<file path="config.mk">
export PLATFORM = sky130hd
export DESIGN_NAME = fsm_cmd_sequencer
export DESIGN_NICKNAME = d
export VERILOG_FILES = /design/src/rtl/fsm_cmd_sequencer.sv
export SDC_FILE = /design/constraint.sdc
export NUM_CORES = 1
export LEC_CHECK = 0
export ABC_AREA = 1
export BUFFER_PORTS_ARGS = -buffer_cell sky130_fd_sc_hd__clkbuf_2
export CAP_MARGIN = 20
export CORE_AREA = 5 5 50 52
export CTS_BUF_LIST = sky130_fd_sc_hd__clkbuf_8 sky130_fd_sc_hd__clkbuf_16
export DETAILED_ROUTE_END_ITERATION = 12
export DIE_AREA = 0 0 55 57
export GPL_ROUTABILITY_DRIVEN = 1
export GPL_TIMING_DRIVEN = 0
export PLACE_DENSITY = 0.76
export SKIP_CTS_REPAIR_TIMING = 1
export SLEW_MARGIN = 20
export SYNTH_ARGS = -nofsm -noshare
export SYNTH_HDL_FRONTEND = slang
export SYNTH_SLANG_ARGS = --single-unit
</file>
<file path="constraint.sdc">
create_clock -name clk -period 1.4 [get_ports clk]
set_input_delay 0.07 -clock clk [delete_from_list [all_inputs] [get_ports clk]]
set_output_delay 0.07 -clock clk [all_outputs]
set_load 0.01 [all_outputs]
</file>
<file path="src/rtl/fsm_cmd_sequencer.sv">
// Command front-end: accepts 3-bit commands over valid/ready and walks a 2-bit
// mode through legal transitions, with error lockout and ARMED timeout.
module fsm_cmd_sequencer #(
   parameter int unsigned MAX_ERR    = 3,
   parameter int unsigned TIMEOUT    = 16,
   parameter logic [2:0]  UNLOCK_KEY = 3'b101
) (
   input  logic       clk,
   input  logic       rst_n,
   input  logic       cmd_valid,
   output logic       cmd_ready,
   input  logic [2:0] cmd,
   input  logic [2:0] data_in,
   output logic [1:0] mode,
   output logic [2:0] data_out,
   output logic       err,
   output logic       locked
);

   typedef enum logic [1:0] {
      IDLE    = 2'd0,
      ARMED   = 2'd1,
      ACTIVE  = 2'd2,
      LOCKOUT = 2'd3
   } mode_t;

   localparam logic [2:0] CMD_ARM   = 3'b001;
   localparam logic [2:0] CMD_GO    = 3'b010;
   localparam logic [2:0] CMD_STOP  = 3'b011;
   localparam logic [2:0] CMD_CLEAR = 3'b100;
   localparam logic [2:0] ERR_LIMIT = 3'(MAX_ERR);
   localparam logic [7:0] TO_LAST   = 8'(TIMEOUT - 1);

   mode_t      mode_r;
   mode_t      mode_nxt_s;
   logic       ready_r;
   logic [2:0] data_out_r;
   logic       err_r;
   logic       locked_r;
   logic [2:0] err_cnt_r;
   logic [2:0] err_cnt_nxt_s;
   logic [7:0] to_cnt_r;
   logic [7:0] to_cnt_nxt_s;
   logic       accept_s;
   logic       illegal_s;

   // Next-state decode: command handling, error counting and ARMED timeout
   always_comb begin
      accept_s      = cmd_valid && ready_r;
      mode_nxt_s    = mode_r;
      err_cnt_nxt_s = err_cnt_r;
      to_cnt_nxt_s  = 8'd0;
      illegal_s     = 1'b0;
      if (accept_s) begin
         case (mode_r)
            IDLE: begin
               if (cmd == CMD_ARM) begin
                  mode_nxt_s = ARMED;
               end else begin
                  illegal_s = 1'b1;
               end
            end
            ARMED: begin
               if (cmd == CMD_GO) begin
                  mode_nxt_s    = ACTIVE;
                  err_cnt_nxt_s = 3'd0;
               end else if (cmd == CMD_STOP) begin
                  mode_nxt_s = IDLE;
               end else begin
                  illegal_s = 1'b1;
               end
            end
            ACTIVE: begin
               if (cmd == CMD_STOP) begin
                  mode_nxt_s = IDLE;
               end else begin
                  illegal_s = 1'b1;
               end
            end
            LOCKOUT: begin
               if ((cmd == CMD_CLEAR) && (data_in == UNLOCK_KEY)) begin
                  mode_nxt_s    = IDLE;
                  err_cnt_nxt_s = 3'd0;
               end else begin
                  illegal_s = 1'b1;
               end
            end
            default: begin
               mode_nxt_s = mode_r;
            end
         endcase
         // Saturating count; reaching the limit locks out on the same edge
         if (illegal_s) begin
            if (err_cnt_r != 3'd7) begin
               err_cnt_nxt_s = err_cnt_r + 3'd1;
            end else begin
               err_cnt_nxt_s = err_cnt_r;
            end
            if (err_cnt_nxt_s == ERR_LIMIT) begin
               mode_nxt_s = LOCKOUT;
            end else begin
               mode_nxt_s = mode_r;
            end
         end else begin
            illegal_s = 1'b0;
         end
      end else if (mode_r == ARMED) begin
         if (to_cnt_r == TO_LAST) begin
            mode_nxt_s = IDLE;
         end else begin
            to_cnt_nxt_s = to_cnt_r + 8'd1;
         end
      end else begin
         to_cnt_nxt_s = 8'd0;
      end
   end

   // State and registered outputs
   always_ff @(posedge clk or negedge rst_n) begin
      if (!rst_n) begin
         mode_r     <= IDLE;
         ready_r    <= 1'b1;
         data_out_r <= 3'd0;
         err_r      <= 1'b0;
         locked_r   <= 1'b0;
         err_cnt_r  <= 3'd0;
         to_cnt_r   <= 8'd0;
      end else begin
         mode_r     <= mode_nxt_s;
         ready_r    <= !accept_s;
         data_out_r <= (mode_r == ACTIVE) ? data_in : 3'd0;
         err_r      <= illegal_s;
         locked_r   <= (mode_nxt_s == LOCKOUT);
         err_cnt_r  <= err_cnt_nxt_s;
         to_cnt_r   <= to_cnt_nxt_s;
      end
   end

   assign cmd_ready = ready_r;
   assign mode      = mode_r;
   assign data_out  = data_out_r;
   assign err       = err_r;
   assign locked    = locked_r;

endmodule
</file>
# Yosys cells after proc, flatten, opt, wreduce, memory -nomap -nowiden
# Index checks and enable logic that the tools add are counted.
# op_classes
n_addsub,2
eq_ne,14
muxes,29
n_reduce_logical,6
# op_table
op,count
$mux W8,3
$mux W3,7
$mux W2,9
$eq A3 B2 Y1 const B,3
$ne A3 B3 Y1 const B,3
$add A8 B1 Y8 const B,1
$eq A8 B4 Y1 const B,1
$pmux W2 S4,1
$mux W1,7
$eq A2 B2 Y1 const B,3
$eq A3 B3 Y1 const B,2
$pmux W3 S2,1
$pmux W1 S4,1
$reduce_and A4 Y1,1
$add A3 B1 Y3 const B,1
$eq A3 B1 Y1 const B,1
$reduce_bool A3 Y1,1
$eq A2 B1 Y1 const B,1
$logic_and A1 B1 Y1,2
$logic_not A2 Y1,1
$logic_not A1 Y1,1
# word_totals
reg_bits,19
out_inout_bits,8
word_cells,58
inputBits,9

# Depth between registers and ports, before layout
# Gate-level depths: netlist of the first run.
# logic_depth
depth_word,12
mapped_depth,10
depth_no_buf,10

# Worst setup path before layout of the first run
# OpenSTA, ideal clock, no wires.
# synth_timing
path_type,reg2reg
startpoint,reg err_cnt_r[0]
endpoint,reg locked_r (netlist: locked)
period_less_slack_ns,1.262
path_slack_ns,0.138
arrival_time_ns,1.193
required_time_ns,1.331
setup_ns,0.069
path_stages_with_launch,10
path_buffers,0
path_cell_list,dfrtp_1 ha_1 inv_1 nor2_1 nand2_1 o21ai_0 inv_1 nand2_2 nand2_2 nor2_2
# synth_via
elab_chain_cells,9
word_cells_on_any_way,10
classes_between,add/sub: 1; eq/ne: 3; mux: 6
# synth_rtl
element,line_no,source
start: declaration,40,logic [2:0] err_cnt_r;
start signal: assignment,134,err_cnt_r <= err_cnt_nxt_s;
$add A3 B1 Y3 or $ne A3 B3 Y1 (tied branches),"95, 94",
$mux W3 *,94,if (err_cnt_r != 3'd7) begin
$mux W3 *,93,if (illegal_s) begin
$mux W3 *,54,if (accept_s) begin
$eq A3 B2 Y1 *,99,if (err_cnt_nxt_s == ERR_LIMIT) begin
$mux W2 *,99,
$mux W2 *,93,
$mux W2 *,54,
$eq A2 B2 Y1 *,133,locked_r <= (mode_nxt_s == LOCKOUT);
end signal: assignment,133,
end: declaration,39,logic locked_r;
# Mark *: on every way between the ends. The rest lies on a longest branch, timed or not. The select of a mux whose other input is x is not followed.
# A chain may end at the register's enable or synchronous reset.

# Worst setup path in the final report of the first run
# Same ends and word-level chain as after synthesis.

==> results.json, run 1 <==
{
  "run_status": "finished with violations",
  "violations": "negative setup slack",
  "drv_cap": 0,
  "wl_microns": 1970,
  "met2_usage_pct": 27.5,
  "start_util_pct": 49.7,
  "synth_edf_count": 0,
  "drt_iter0_drc": 16,
  "synthCells": 137,
  "die_area_sq_mm": 0.00314,
  "leakagePower_nw": 0.622,
  "grt_max_degree": 20,
  "netlist_area_sq_mm": 0.00103,
  "clk_latency_ns": 0.25,
  "cts_htree_levels": 1,
  "clk_pin_slew_ns": 0.07,
  "critical_path.startpoint_type": "flip-flop",
  "irDropWorstVdd_v": 0.000708,
  "post-synth-top-count-cell": "nand2_1",
  "dp_cells": 181,
  "globalRouteMet3Util_pct": 2.61,
  "boundaryPins": 17,
  "async_reset_ff_share_pct": 100,
  "period_share_pct": 100,
  "post-route-util_pct": 59.6,
  "cts-root-buf": "clkbuf_8",
  "p_clk_share_pct": 27.8,
  "powerDensity_mw_per_mm2": 1070,
  "numCtsBuffers": 3,
  "seqPwrFrac_pct": 48.4,
  "clockBufferDepth": 2,
  "power_switching_mw": 0.387,
  "first_global_vias": 934,
  "power.share.combinational_pct": 23.8,
  "wl_per_cell_microns": 10.5,
  "fin_ws_ns": -0.000263,
  "slew_viol_final": 0,
  "rsz0062_at_grt": "yes",
  "crit_chain": "ha_4 -> inv_4 -> nor2_2 -> nand2_1 -> o21ai_1 -> inv_1 -> nand2_2 -> nand2_2 -> nor2_2",
  "crit_path_top_delay_cell": "dfrtp_2",
  "grt_overflow": 0,
  "rows": 17,
  "numClockSinks": 19,
  "cpLargestDelayFamily": "flip-flops",
  "ys_types": 21,
  "max_clock_freq_mhz": 714,
  "drc_errors": 0,
  "fin_tns_setup_ns": -0.000263,
  "critPathBufInv": 2,
  "instances_no_fill": 187,
  "grt_antenna_before_repair": 0,
  "hpwlAfterDp_microns": 1580,
  "fin_skew_ns": 0.00226,
  "synth_area_leader_cell": "dfrtp_1",
  "min_path_type": "input pin to flip-flop",
  "p_total_mw": 1.32,
  "die_x_microns": 55,
  "p_int_mw": 0.930,
  "syn_avg_cell_area_sq_um": 7.49,
  "design_area_sq_mm": 0.00123,
  "top_usage_layer": "met2",
  "cp-end-kind": "flip-flop",
  "synthTopCellsByArea": "dfrtp_1, nand2_1, nor2_1",
  "die_y_microns": 57,
  "hold_viol_final": 0,
  "synth.ff_latch_count": 19,
  "yosys_warnings": 0,
  "critPathArrivalTime_ns": 1.59,
  "yosysTopAreaCellShare_pct": 43.9,
  "post-route-min-period_ns": 1.40,
  "slew_headroom_pct": 68.2,
  "globalplace.congestion": 0.833,
  "setup.worst_path.class": "flip-flop to flip-flop",
  "cp_slowest_stage_delay_ns": 0.45,
  "place_area_sq_mm": 0.00114,
  "avgViaCountPerCell": 4.71,
  "synth_common_cells": "nand2_1, nor2_1, dfrtp_1, inv_1, nand3_1",
  "sw_frac_of_total_pct": 29.4,
  "portBuffers": 16,
  "track_usage_pct": 15.1,
  "vias": 880,
  "ant_nets": 0,
  "fin_nets": 171,
  "met1_usage_pct": 15.8,
  "firstDrtPassIters": 4,
  "syn-num-nets": 148,
  "preCtsSetupSlack_ns": 0.0171,
  "n_antenna_cell": 0,
  "layout-drive-gt1-share_pct": 32.1,
  "grt_first_pass_wirelength_microns": 3520,
  "core_sq_mm": 0.00206,
  "crit_required_ns": 1.59,
  "tightest_slew_ns": 0.477,
  "yosys_most_used_dff": "dfrtp_1",
  "cp_max_fo": 4,
  "syn_to_final_growth_pct": 19.8,
  "cts_tree": "yes",
  "finalSetupViolCount": 1,
  "hold_slack_ns": 0.0165,
  "ys_seq_area_share_pct": 46.5
}
-- layout make-up --
class	count	area [sq um]
inverter	26	101
clock buffer	3	41.3
sequential	19	479
tap	28	35.0
multi-input combinational	92	470
clock inverter	1	3.75
fill	193	835
timing repair buffer	18	97.6
-- layout by cell type, fill, tap and decap left out, types with 2 or more instances in the layout --
cell type  count
nand2_1       30
nor2_1        23
inv_1         18
dfrtp_1       16
clkbuf_2      16
nand3_1        9
nand2_2        7
inv_2          7
nor2_2         5
o21ai_1        3
a21oi_1        3
clkbuf_8       3
o21ai_2        2
nor2_4         2
nor3_1         2
dfrtp_2        2
-- state kept, by name (all words and copies together) (netlist names) --
signal and count:
data_out 3, cmd_ready 1, err_cnt_r 3, err 1, to_cnt_r 8, locked 1
mode 2
-- power by group through the flow --
stage / clock network [mW] / registers [mW] / logic [mW]
2_1_floorplan: 0 / 0.632 / 0.146
3_3_place_gp: 0 / 0.629 / 0.204
3_5_place_dp: 0 / 0.633 / 0.220
4_1_cts: 0.380 / 0.623 / 0.221
5_1_grt: 0.408 / 0.645 / 0.352
6_report: 0.366 / 0.638 / 0.313
-- final timing paths --
| kind | endpoint | slack, ns | cells after the start | start |
|---|---|---|---|---|
| max | locked | -0.0003 | 9 | err_cnt_r[0] |
| min | data_out[1] | 0.02 | 3 | data_in[1] |
| max reg2reg | locked | -0.0003 | 9 | err_cnt_r[0] |
| min reg2reg | to_cnt_r[0] | 0.46 | 1 | to_cnt_r[0] |
| max in group asynchronous | err_cnt_r[0] | 0.75 | 2 | rst_n |
| min in group asynchronous | to_cnt_r[5] | 0.30 | 2 | rst_n |
-- routing by layer --
metal	vias up	part of all wire, %
li1	456	-
met1	404	41
met2	16	54
met3	4	3.8
met4	0	1.9
met5	-	0
-- worst min-delay path: stages --
cell and delay, ns:
clkbuf_2 0.09, inv_1 0.04, nor2_1 0.03
-- cells by family after synthesis --
group / share of synthesized area (%)
AO/OA/AOI/OAI: 5.49
XOR/XNOR: 0.854
adder cells (fa/ha/maj): 2.44
buffers and inverters: 9.63
flip-flops: 46.5
AND/OR/NAND/NOR: 35.1
(Power assumes the default switching activity.)
==> run 2: changes to the inputs <==
Settings changed: CORE_AREA 5 5 50 52 to 5 5 57 59, DIE_AREA 0 0 55 57 to 0 0 62 64, PLACE_DENSITY 0.76 to 0.6.
==> results.json, run 2 (synthesis results as in run 1) <==
{
  "run_status": "finished, final reports clean",
  "portBuffers": 16,
  "crit_path_top_delay_cell": "dfrtp_1",
  "mostFrequentLayoutCells": "nand2_1, nor2_1, inv_1",
  "leakagePower_nw": 0.635,
  "cts_tree": "yes",
  "post-route-min-period_ns": 1.35,
  "wl_per_cell_microns": 10.2,
  "fin_nets": 174,
  "whs_endpoint": "cmd_ready",
  "fin_ws_ns": 0.0485,
  "final_common_cell": "nand2_1",
  "ant_nets": 0,
  "hold_viol_final": 0,
  "globalplace.congestion": 0.797,
  "finalSetupViolCount": 0,
  "critical_path.startpoint_type": "flip-flop",
  "clk_latency_ns": 0.25,
  "cts_htree_levels": 1,
  "r2r_slack_ns": 0.05,
  "wl_microns": 1960,
  "min_path_type": "input pin to flip-flop",
  "numCtsBuffers": 3,
  "boundaryPins": 17,
  "cpLargestDelayFamily": "flip-flops",
  "instances_no_fill": 193,
  "regMostFlops": "to_cnt_r",
  "slew_headroom_pct": 68.1,
  "firstDrtPassIters": 4,
  "slew_viol_final": 0,
  "cp_max_fo": 3,
  "die_x_microns": 62,
  "die_y_microns": 64,
  "rsz0062_at_grt": "yes",
  "dp_cells": 184,
  "post-route-util_pct": 47.0,
  "grt_max_degree": 20,
  "numClockSinks": 19,
  "powerDensity_mw_per_mm2": 1000,
  "vias": 909,
  "tightest_slew_ns": 0.478,
  "start_util_pct": 38.5,
  "critPathBufInv": 2,
  "rows": 19,
  "layout-drive-gt1-share_pct": 34.0,
  "grt_overflow": 0,
  "crit_required_ns": 1.59,
  "p_total_mw": 1.25,
  "crit_chain": "ha_1 -> inv_2 -> nor2_2 -> nand2_1 -> o21ai_1 -> inv_1 -> nand2_2 -> nand2_2 -> nor2_2",
  "period_share_pct": 96.5,
  "drt_iter0_drc": 15,
  "min_path_cells": 2,
  "clockBufferDepth": 2,
  "first_global_vias": 921,
  "fin_tns_setup_ns": 0,
  "place_area_sq_mm": 0.00114,
  "cts-root-buf": "clkbuf_8",
  "track_usage_pct": 11.5,
  "syn_to_final_growth_pct": 22.0,
  "grt_first_pass_wirelength_microns": 3550,
  "design_area_sq_mm": 0.00125,
  "grt_antenna_before_repair": 0,
  "cp-end-kind": "flip-flop",
  "r2r-end": "locked",
  "n_antenna_cell": 0,
  "cp_slowest_stage_delay_ns": 0.41,
  "drv_cap": 0,
  "max_clock_freq_mhz": 740,
  "drc_errors": 0,
  "hold_slack_ns": 0.0136,
  "setup.worst_path.class": "flip-flop to flip-flop",
  "preCtsSetupSlack_ns": 0.0308,
  "fin_skew_ns": 0.00306,
  "r2r_cells": 9,
  "core_sq_mm": 0.00266,
  "largest_reg_flops": 8,
  "hpwlAfterDp_microns": 1590,
  "irDropWorstVdd_v": 0.000630,
  "rr_startpoint": "err_cnt_r[0]",
  "clk_pin_slew_ns": 0.07,
  "die_area_sq_mm": 0.00397,
  "nFillCells": 285,
  "avgViaCountPerCell": 4.71,
  "min_from": "cmd_valid",
  "critPathArrivalTime_ns": 1.54
}
-- run 2: routing by layer --
layer	GRT usage (%)	vias up	part of all wire [%]
met5	0	-	0
met4	4.77	0	1.8
met3	1.81	4	3.1
met2	20.7	16	52
met1	12.9	427	43
li1	-	462	-
-- run 2: cell type report --
cell class              count  area, sq um  area share, %
clock buffers               3         41.3           3.30
clock inverters             1         3.75          0.300
inverters                  26         98.8           7.90
multi-input cells          92          470           37.6
flip-flops and latches     19          478           38.2
well taps                  31         38.8           3.10
repair buffers             21          120           9.60
-- run 2: worst max-delay path by stage --
stage | from | to | slack, ns | depth (start not counted)
5_1_grt | err_cnt_r[0] | locked | -0.05 | 9
2_1_floorplan | err_cnt_r[0] | locked | 0.14 | 9
4_1_cts | err_cnt_r[0] | locked | 0.008 | 9
3_3_place_gp | err_cnt_r[0] | locked | 0.05 | 9
6_report | err_cnt_r[0] | locked | 0.05 | 9
3_5_place_dp | to_cnt_r[0] | to_cnt_r[7] | 0.03 | 8
-- run 2: report_power, final --
group / internal, mW / switching [mW]
Combinational: 0.110 / 0.160
Clock: 0.194 / 0.168
Sequential: 0.591 / 0.0304
